### src/rtl/process_scheduler.sv
// Time-sliced partition scheduler: the OS (partition 0) dispatches processes 1..3.
// A process runs until it halts, yields, or uses up its quantum of retired instructions.
module process_scheduler #(
    parameter int ADDR_WIDTH   = 13,
    parameter int OFFSET_WIDTH = 9,
    parameter int QUANTUM      = 64
) (
    input  logic                    Fast_Clock,
    input  logic                    Reset,
    input  logic                    Enable,
    input  logic [OFFSET_WIDTH-1:0] Local_PC,
    input  logic [OFFSET_WIDTH-1:0] Next_Local_PC,
    input  logic                    Syscall,
    input  logic                    Halt,
    input  logic                    Dispatch,
    input  logic [1:0]              Dispatch_Id,
    output logic [ADDR_WIDTH-1:0]   PC,
    output logic [1:0]              Cur_Id,
    output logic                    Load_PC,
    output logic [OFFSET_WIDTH-1:0] Load_Offset,
    output logic                    Stall,
    output logic [1:0]              Switch_Cause,
    output logic [1:0]              Last_Id,
    output logic [2:0]              Done_Mask,
    output logic                    All_Done,
    output logic                    Dispatch_Err
);

    typedef enum logic [1:0] {
        RUN_OS   = 2'd0,
        RUN_PROC = 2'd1,
        SWITCH   = 2'd2
    } state_t;

    localparam logic [15:0] QUANTUM_LAST = 16'(QUANTUM - 1);

    state_t                  state_reg;
    logic [1:0]              cur_id_reg;
    logic [15:0]             count_reg;
    logic                    load_pc_reg;
    logic [OFFSET_WIDTH-1:0] load_offset_reg;
    logic                    stall_reg;
    logic [1:0]              cause_reg;
    logic [1:0]              last_id_reg;
    logic                    err_reg;

    logic [4*OFFSET_WIDTH-1:0] saved_pc_flat;
    logic [2:0]                done_mask_w;
    logic [3:0]                done_by_id;
    logic [OFFSET_WIDTH-1:0]   dispatch_pc;
    logic                      dispatch_ok;
    logic                      in_proc;
    logic                      quantum_hit;
    logic                      halt_exit;
    logic                      save_exit;

    assign in_proc     = (state_reg == RUN_PROC) && Enable;
    assign quantum_hit = (count_reg == QUANTUM_LAST);
    assign halt_exit   = in_proc && Halt;
    assign save_exit   = in_proc && !Halt && (Syscall || quantum_hit);

    // Slot 0 stands for the OS: treated as permanently "done" so dispatching it is rejected.
    assign done_by_id  = {done_mask_w, 1'b1};
    assign dispatch_ok = !done_by_id[Dispatch_Id];
    assign dispatch_pc = saved_pc_flat[Dispatch_Id*OFFSET_WIDTH +: OFFSET_WIDTH];
    assign saved_pc_flat[OFFSET_WIDTH-1:0] = '0;

    genvar gi;
    generate
        for (gi = 1; gi < 4; gi++) begin : g_proc
            logic [OFFSET_WIDTH-1:0] saved_pc_reg;
            logic                    done_reg;
            logic                    is_cur;

            assign is_cur = (cur_id_reg == 2'(gi));

            always_ff @(posedge Fast_Clock or negedge Reset) begin
                if (!Reset) begin
                    saved_pc_reg <= '0;
                    done_reg     <= 1'b0;
                end else begin
                    if (save_exit && is_cur)
                        saved_pc_reg <= Next_Local_PC;
                    if (halt_exit && is_cur)
                        done_reg <= 1'b1;
                end
            end

            assign saved_pc_flat[gi*OFFSET_WIDTH +: OFFSET_WIDTH] = saved_pc_reg;
            assign done_mask_w[gi-1] = done_reg;
        end
    endgenerate

    always_ff @(posedge Fast_Clock or negedge Reset) begin
        if (!Reset) begin
            state_reg       <= RUN_OS;
            cur_id_reg      <= 2'd0;
            count_reg       <= 16'd0;
            load_pc_reg     <= 1'b0;
            load_offset_reg <= '0;
            stall_reg       <= 1'b0;
            cause_reg       <= 2'd0;
            last_id_reg     <= 2'd0;
            err_reg         <= 1'b0;
        end else begin
            err_reg <= 1'b0;
            case (state_reg)
                RUN_OS: begin
                    if (Enable && Dispatch) begin
                        if (dispatch_ok) begin
                            state_reg       <= SWITCH;
                            cur_id_reg      <= Dispatch_Id;
                            load_offset_reg <= dispatch_pc;
                            load_pc_reg     <= 1'b1;
                            stall_reg       <= 1'b1;
                        end else begin
                            err_reg <= 1'b1;
                        end
                    end
                end
                RUN_PROC: begin
                    if (Enable) begin
                        count_reg <= count_reg + 16'd1;
                        if (halt_exit || save_exit) begin
                            state_reg       <= SWITCH;
                            last_id_reg     <= cur_id_reg;
                            cur_id_reg      <= 2'd0;
                            load_offset_reg <= '0;
                            load_pc_reg     <= 1'b1;
                            stall_reg       <= 1'b1;
                            cause_reg       <= halt_exit ? 2'd3 : (Syscall ? 2'd2 : 2'd1);
                        end
                    end
                end
                SWITCH: begin
                    load_pc_reg <= 1'b0;
                    stall_reg   <= 1'b0;
                    count_reg   <= 16'd0;
                    state_reg   <= (cur_id_reg != 2'd0) ? RUN_PROC : RUN_OS;
                end
                default: state_reg <= RUN_OS;
            endcase
        end
    end

    assign PC           = ADDR_WIDTH'({2'b00, cur_id_reg, Local_PC});
    assign Cur_Id       = cur_id_reg;
    assign Load_PC      = load_pc_reg;
    assign Load_Offset  = load_offset_reg;
    assign Stall        = stall_reg;
    assign Switch_Cause = cause_reg;
    assign Last_Id      = last_id_reg;
    assign Done_Mask    = done_mask_w;
    assign All_Done     = &done_mask_w;
    assign Dispatch_Err = err_reg;

endmodule

### config.mk
export PLATFORM = sky130hd
export DESIGN_NAME = process_scheduler
export DESIGN_NICKNAME = d
export VERILOG_FILES = /design/src/rtl/process_scheduler.sv
export SDC_FILE = /design/constraint.sdc
export NUM_CORES = 1
export LEC_CHECK = 0
export CAP_MARGIN = 20
export CORE_MARGIN = 2
export CORE_UTILIZATION = 54
export CTS_BUF_LIST = sky130_fd_sc_hd__clkbuf_8
export DETAILED_ROUTE_END_ITERATION = 16
export PLACE_DENSITY = 0.82
export SKIP_LAST_GASP = 1
export SYNTH_ARGS = -nofsm -noshare
export SYNTH_HDL_FRONTEND = slang
export SYNTH_SLANG_ARGS = --single-unit
### constraint.sdc
create_clock -name Fast_Clock -period 2.54 [get_ports Fast_Clock]
set_clock_uncertainty 0.1 [all_clocks]
set_input_delay 0.508 -clock Fast_Clock [delete_from_list [all_inputs] [get_ports Fast_Clock]]
set_output_delay 0.508 -clock Fast_Clock [all_outputs]
set_load 0.03 [all_outputs]
# After elaboration in Yosys (flattened, before gate mapping)
# Index checks and enable logic that the tools add are counted.
# op_classes
n_addsub	1
multipliers	1
order_cmp	1
eq_ne	10
n_shift	1
n_mux	30
reduce_logical	25
# op_table
op	count
9-bit 2-to-1 mux	4
36-bit by 7-bit indexed part select with 9-bit output	1
16-bit one-hot mux with 2 select lines	1
2-bit 2-to-1 mux	10
9-bit one-hot mux with 2 select lines	1
16-bit by 1-bit adder with 16-bit output, second input constant	1
16-bit by 6-bit == test with 1-bit output, second input constant	1
16-bit 2-to-1 mux	1
1-bit logical AND	11
5-bit AND reduction	2
1-bit 2-to-1 mux	9
2-bit == test, second input constant	3
2-bit by 4-bit multiplier with 6-bit output, second input constant	1
2-bit != test, second input constant	3
2-bit one-hot mux with 3 select lines	1
3-bit AND reduction	2
2-bit nonzero test	3
2-bit by 1-bit == test with 1-bit output, second input constant	2
2-bit one-hot mux with 2 select lines	1
4-bit AND reduction	1
2-bit by 3-bit less-than comparator with 1-bit output, second input constant	1
1-bit one-hot mux with 3 select lines	1
3-bit nonzero test	1
1-bit binary-select mux with 2-bit select	1
other kinds (5)	6
# totals
regBits	65
in_bits	26

# Longest topological paths before layout
# Gate-level depths: netlist of run 1.
# logic_depth
word_depth	8
mapped_depth	6
mapped_depth_nobuf	5

# Least setup slack after synthesis of run 1
# No wires, ideal clock.
# synth_timing
path_kind	flip-flop to flip-flop
start	register count_reg[0]
end	register g_proc[3].saved_pc_reg[0]
setup_ns	0.125
arrival_ns	1.974
required_time_ns	2.315
setup_slack_ns	0.341
path_stages_with_launch	6
path_buffers	0
path_cell_list	dfrtp_1 > ha_1 > nor3b_1 > a41oi_2 > nor4b_4 > mux2_2
# synth_between
elab_chain_len	4
# synth_rtl
item	line	text
start: declaration	39	logic [15:0] count_reg;
start signal: assignment	123	count_reg <= count_reg + 16'd1;
16-bit by 6-bit == test with 1-bit output	58	assign quantum_hit = (count_reg == QUANTUM_LAST);
1-bit logical OR	60	assign save_exit = in_proc && !Halt && (Syscall || quantum_hit);
1-bit logical AND	60	
1-bit logical AND	82	if (save_exit && is_cur)
end signal: assignment	83	saved_pc_reg <= Next_Local_PC;
end: declaration	71	logic [OFFSET_WIDTH-1:0] saved_pc_reg;
# Every way passes these cells.
# A chain may end at the register's enable or synchronous reset.

# Worst setup path in the final report of run 1
# layout_timing
start	register count_reg[0]
end	register g_proc[3].saved_pc_reg[3]
# The elaborated chain is that of the path after synthesis.

==> out/results.ini, run 1 <==
[synth]
ys_warn_count = 0
synth_top_cell_area_share = 0.508
synth_cells = 285
synth_common_cells = dfrtp_1, mux2_2, o21ai_0
netlist_area_um2 = 3200
synth_cell_types = 46
synth_edf_count = 0
syn_avg_cell_area_um2 = 11.2
ys_ff_latch = 65
yosysMostFrequentCell = dfrtp_1
ys_seq_area_frac = 0.508
synth_top_area_cell = dfrtp_1
synth-main-ff-cell = dfrtp_1
synth.area.top_cells = dfrtp_1, mux2_2, buf_4
async_flop_share = 1.00

[sta]
setup_tns_ns = 0
rsz0062_at_grt = no
max_slew_margin = 0.657
period_needed_ns = 2.36
finalHoldViolations = 0
period_share = 0.930
max_freq_ghz = 0.423
worst_pin_slew_ns = 0.511
finalMaxSlewViolations = 0
setup_violations = 0

[detailed_routing]
drt-initial-drc-count = 144
vias_per_cell = 5.93
ant_nets = 0
wl_per_cell_um = 17.4
drt_drc_violations_left = 0
drt_first_pass_iters = 4
wl_mm = 7.24
vias = 2465

[cells_and_area]
finalNonFillerCells = 416
final_nets = 363
largest_register_ffs = 27
drive_gt1_frac = 0.261
fillCellCount = 443
final_area_um2 = 3950
insertedDiodeCount = 0
area_growth_pct = 23.4
post-route-util = 0.680

[die]
die_area_um2 = 6570
fp-row-count = 28
core_area_um2 = 5820
pin_count = 61
die_w_um = 81.0
die_y_um = 81.0
start_util = 0.551

[global_routing]
grt_start_max_net_pins = 45
grt_pass1_vias = 2518
grtUsageMet1 = 0.331
antenna_found_initial = 0
grt_first_pass_wirelength_mm = 12.2
busiest_layer = met2
overflow = 0
met2_usage = 0.383
grt_use_total = 0.247
grtUsageMet3 = 0.0589

[clock_network]
root_buffer = clkbuf_8
clock_sinks = 65
numCtsBuffers = 9
hold_buffers = 0
cts_resized = 0
clock_latency_ns = 0.33
cts_tree = done
cts_buffer_depth = 2
clk_pin_slew_ns = 0.07
post_cts_buffers = 0
cts_htree_levels = 3

[place]
hpwl_mm = 4.99
place_area_um2 = 3730
portBuffers = 40
place.gp.congestion = 0.786
place_inst = 400

[pwr]
netSwitchingFraction = 0.341
leakage_nw = 1.83
fin_total_pwr_mw = 3.87
p_int_mw = 2.55
pwr-share-seq = 0.404
p_switching_mw = 1.32
p_per_area_nw_per_um2 = 979
ir_drop_uv = 586
power_frac_comb = 0.346
pwr-share-clk = 0.250

[critical_path]
cp_data_arrival_time_ns = 2.48
r2r_start = count_reg[0]$_DFFE_PN0P_
startpoint = count_reg[0]$_DFFE_PN0P_
start_kind = flip-flop
crit_fanout = 6
r2r_cells = 6
critical_path_class = flip-flop to flip-flop
cp.required_ns = 2.66
endpoint_kind = flip-flop

[outcome]
status = finished, final reports clean

[min_path]
holdCritPathClass = input pin to async pin

[run]
max-cap-violations = 0

-- final timing paths --
kind	end	slack, ns
hold / removal	count_reg[14]$_DFFE_PN0P_	0.05
hold reg to reg	g_proc[3].saved_pc_reg[0]$_DFFE_PN0P_	0.40
setup / recovery	g_proc[3].saved_pc_reg[3]$_DFFE_PN0P_	0.18
min in group Fast_Clock	g_proc[3].saved_pc_reg[0]$_DFFE_PN0P_	0.40
setup reg to reg	g_proc[3].saved_pc_reg[3]$_DFFE_PN0P_	0.18
max in group asynchronous	g_proc[3].saved_pc_reg[2]$_DFFE_PN0P_	1.68
-- logic make-up (layout without fill, tap and decap cells) --
group | count (synthesis) | after routing | synth area share
other cells | 1 | 2 | 0.00117
mux | 39 | 39 | 0.137
compound gates | 58 | 58 | 0.118
xor+xnor | 6 | 6 | 0.0164
fa+ha+maj | 1 | 1 | 0.00390
buf+inv | 37 | 92 | 0.0683
simple gates | 78 | 78 | 0.148
flops | 65 | 65 | 0.508
-- worst max-delay path, stage by stage, from the launching register on --
cell and delay (ns):
dfrtp_1 0.39, ha_1 0.20, nor3b_1 0.39, a41oi_2 0.28
nor4b_4 0.35, buf_4 0.21, mux2_2 0.34
-- power groups by stage --
| stage | sequential, mW | combinational (mW) | clock, mW |
|---|---|---|---|
| final | 1.56 | 1.34 | 0.966 |
| after global routing | 1.60 | 1.44 | 1.04 |
| after CTS | 1.56 | 1.35 | 0.983 |
| after detailed placement | 1.57 | 1.34 | 0 |
| after global placement | 1.56 | 1.30 | 0 |
| after floorplan | 1.71 | 0.703 | 0 |
-- stage by stage --
stage | worst slack [ns] | hold slack, ns
5_1_grt | 0.0487 | 0.0621
4_1_cts | 0.187 | 0.0497
2_1_floorplan | 0.341 | 0.112
6_report | 0.178 | 0.0461
3_5_place_dp | -0.0468 | 0.392
3_3_place_gp | 0.0155 | 0.384
-- placed cells by master, fill, tap and decap left out, types with 4 or more instances in the layout --
cell,count
clkbuf_8,11
mux2_2,39
o21ai_0,22
xor2_1,5
clkdlybuf4s50_1,39
or3_1,6
nand4_1,13
a22oi_1,10
dfrtp_1,65
nand2_1,10
nor2_1,9
buf_4,27
o31ai_1,4
a21oi_1,10
inv_1,11
nand3_1,17
-- routing by layer --
layer,wire length [um],up-vias,share of wire
met5,0,-,0
met4,109,0,0.015
met3,474,11,0.066
met2,3490,94,0.48
met1,3160,1227,0.44
li1,-,1133,-
-- final cells by class --
type | instances | area [um^2] | area share
timing repair buffer | 68 | 618 | 0.156
clock inverter | 5 | 71.3 | 0.0180
sequential | 65 | 1630 | 0.411
inverter | 8 | 30.0 | 0.00759
multi-input combinational | 184 | 1360 | 0.345
tap | 75 | 93.8 | 0.0237
clock buffer | 11 | 151 | 0.0383
(Power assumes the default switching activity.)
==> inputs of run 2 (changes only) <==
--- a/config.mk
+++ b/config.mk
@@ -7,11 +7,12 @@
 export LEC_CHECK = 0
 export CAP_MARGIN = 20
 export CORE_MARGIN = 2
-export CORE_UTILIZATION = 54
+export CORE_UTILIZATION = 49
 export CTS_BUF_LIST = sky130_fd_sc_hd__clkbuf_8
 export DETAILED_ROUTE_END_ITERATION = 16
-export PLACE_DENSITY = 0.82
+export PLACE_DENSITY = 0.79
 export SKIP_LAST_GASP = 1
 export SYNTH_ARGS = -nofsm -noshare
 export SYNTH_HDL_FRONTEND = slang
 export SYNTH_SLANG_ARGS = --single-unit
+export TNS_END_PERCENT = 50
==> constraint.sdc (replaced) <==
create_clock -name Fast_Clock -period 2.1 [get_ports Fast_Clock]
set_clock_uncertainty 0.1 [all_clocks]
set_input_delay 0.42 -clock Fast_Clock [delete_from_list [all_inputs] [get_ports Fast_Clock]]
set_output_delay 0.42 -clock Fast_Clock [all_outputs]
set_load 0.03 [all_outputs]
==> run 2 against run 1 <==
The run now ends with negative setup slack left; final cell count is 7.5% higher; clock power grew 47%; first-iteration DRC count shrank 20%; wire length is 10% higher; clock-buffer cell count fell by 2; final area increased by 8.8%; combinational power is 30% higher; sequential share of layout area shrank 3.3 points.
==> out/results.ini, run 2 (synthesized netlist as in run 1, its figures left out) <==
[sta]
max_freq_ghz = 0.475
period_share = 1.00
period_needed_ns = 2.11
setup_tns_ns = -0.0113
setup_violations = 2
finalMaxSlewViolations = 0
finalHoldViolations = 0
setup_ws_ns = -0.00739
rsz0062_at_grt = yes

[place]
place_area_um2 = 3960
place.gp.congestion = 0.805
dp_slack_ns = -0.334
place_inst = 429
hpwl_mm = 5.49
portBuffers = 40

[min_path]
holdCritPathClass = flip-flop to flip-flop
hp-start = g_proc[2].saved_pc_reg[7]$_DFFE_PN0P_

[clock_network]
clk_pin_slew_ns = 0.08
clock_latency_ns = 0.35
root_buffer = clkbuf_8
clock_sinks = 65
numCtsBuffers = 9
cts_buffer_depth = 2
cts_htree_levels = 3
cts_tree = done

[die]
start_util = 0.505
die_w_um = 84.9
die_y_um = 84.9
die_area_um2 = 7200
fp-row-count = 29
pin_count = 61
core_area_um2 = 6350

[detailed_routing]
vias = 2597
wl_per_cell_um = 17.9
drt_drc_violations_left = 0
vias_per_cell = 5.81
drt-initial-drc-count = 115
drt_first_pass_iters = 4
ant_nets = 0
wl_mm = 7.99

[cells_and_area]
final_cell_mix = dfrtp_1, buf_4, clkdlybuf4s50_1
drive_gt1_frac = 0.335
area_growth_pct = 34.2
finalNonFillerCells = 447
final_area_um2 = 4300
fillCellCount = 461
final_nets = 392
multiInputGateArea_um2 = 1440
insertedDiodeCount = 0
largest_register_ffs = 27
seq_area_um2 = 1630
final_common_cell = dfrtp_1

[pwr]
fin_total_pwr_mw = 5.04
ir_drop_uv = 694
leakage_nw = 2.02
p_per_area_nw_per_um2 = 1170

[outcome]
status = complete, but fails checks
violations = negative setup slack

[critical_path]
cp.required_ns = 1.58
cp_data_arrival_time_ns = 1.59
critical_path_class = flip-flop to output port
startpoint = Cur_Id[0]$_DFFE_PN0P_
max_stage_delay_ns = 0.73
crit_fanout = 9
critPathBufInv = 1
start_kind = flip-flop
rrSetupSlack_ns = 0.04
critical_path.top_delay_family = buffers and inverters
crit_path_top_delay_cell = clkdlybuf4s50_1
endpoint_kind = output port
r2r_start = count_reg[13]$_DFFE_PN0P_
worstPathCellList = clkdlybuf4s50_1

[global_routing]
overflow = 0
grt_use_total = 0.234
grt_first_pass_wirelength_mm = 13.0
grt_pass1_vias = 2710
grt_start_max_net_pins = 34
antenna_found_initial = 0

[run]
max-cap-violations = 0

[run 2: stage by stage]
step                      utilization  hold WS (ns)
after floorplan                     -        0.0244
after global placement          0.623         0.302
after detailed placement        0.623         0.306
after CTS                       0.670         0.411
after global routing            0.677         0.423
final                           0.677         0.407
[run 2: per-layer routing]
| layer | GRT usage | part of all wire | up-vias |
|---|---|---|---|
| met5 | 0 | 0 | - |
| met4 | 0.0909 | 0.018 | 0 |
| met3 | 0.0613 | 0.051 | 19 |
| met2 | 0.402 | 0.52 | 78 |
| met1 | 0.283 | 0.41 | 1300 |
| li1 | - | - | 1200 |
[run 2: area by class of cell]
class / instances / area share
tap: 77 / 0.0224
sequential: 65 / 0.378
timing repair buffer: 97 / 0.195
clock inverter: 7 / 0.0329
clock buffer: 9 / 0.0288
multi-input combinational: 184 / 0.336
inverter: 8 / 0.00698
[run 2: worst register-to-register path: stages (launching register included)]
cell and delay, ns:
dfrtp_1 0.42, nor4_4 0.37, a41oi_4 0.20, buf_6 0.17, nor4_4 0.15, buf_4 0.20, mux2_2 0.35
[run 2: path summary, 6_finish.rpt]
path | endpoint | depth (start not counted)
max in group asynchronous | g_proc[3].saved_pc_reg[5]$_DFFE_PN0P_ | 3
hold / removal | g_proc[2].saved_pc_reg[7]$_DFFE_PN0P_ | 1
min in group asynchronous | g_proc[3].saved_pc_reg[0]$_DFFE_PN0P_ | 2
setup reg to reg | g_proc[1].saved_pc_reg[8]$_DFFE_PN0P_ | 6
hold reg to reg | g_proc[2].saved_pc_reg[7]$_DFFE_PN0P_ | 1
setup / recovery | Cur_Id[0] | 1
[run 2: where the power goes]
group	leakage, nW	switching, mW	internal, mW	total, mW
sequential	0.876	0.274	1.61	1.88
clock	0.130	0.514	0.910	1.42
combinational	1.01	0.915	0.823	1.74
total	2.02	1.70	3.34	5.04
[run 2: what timing repair did]
action	CTS	global route
gates resized for setup	7	8
hold buffers	1	0
endpoints found under the setup margin	32	32
pin swaps	4	2
hold endpoints to repair	18	0
setup buffers	0	1
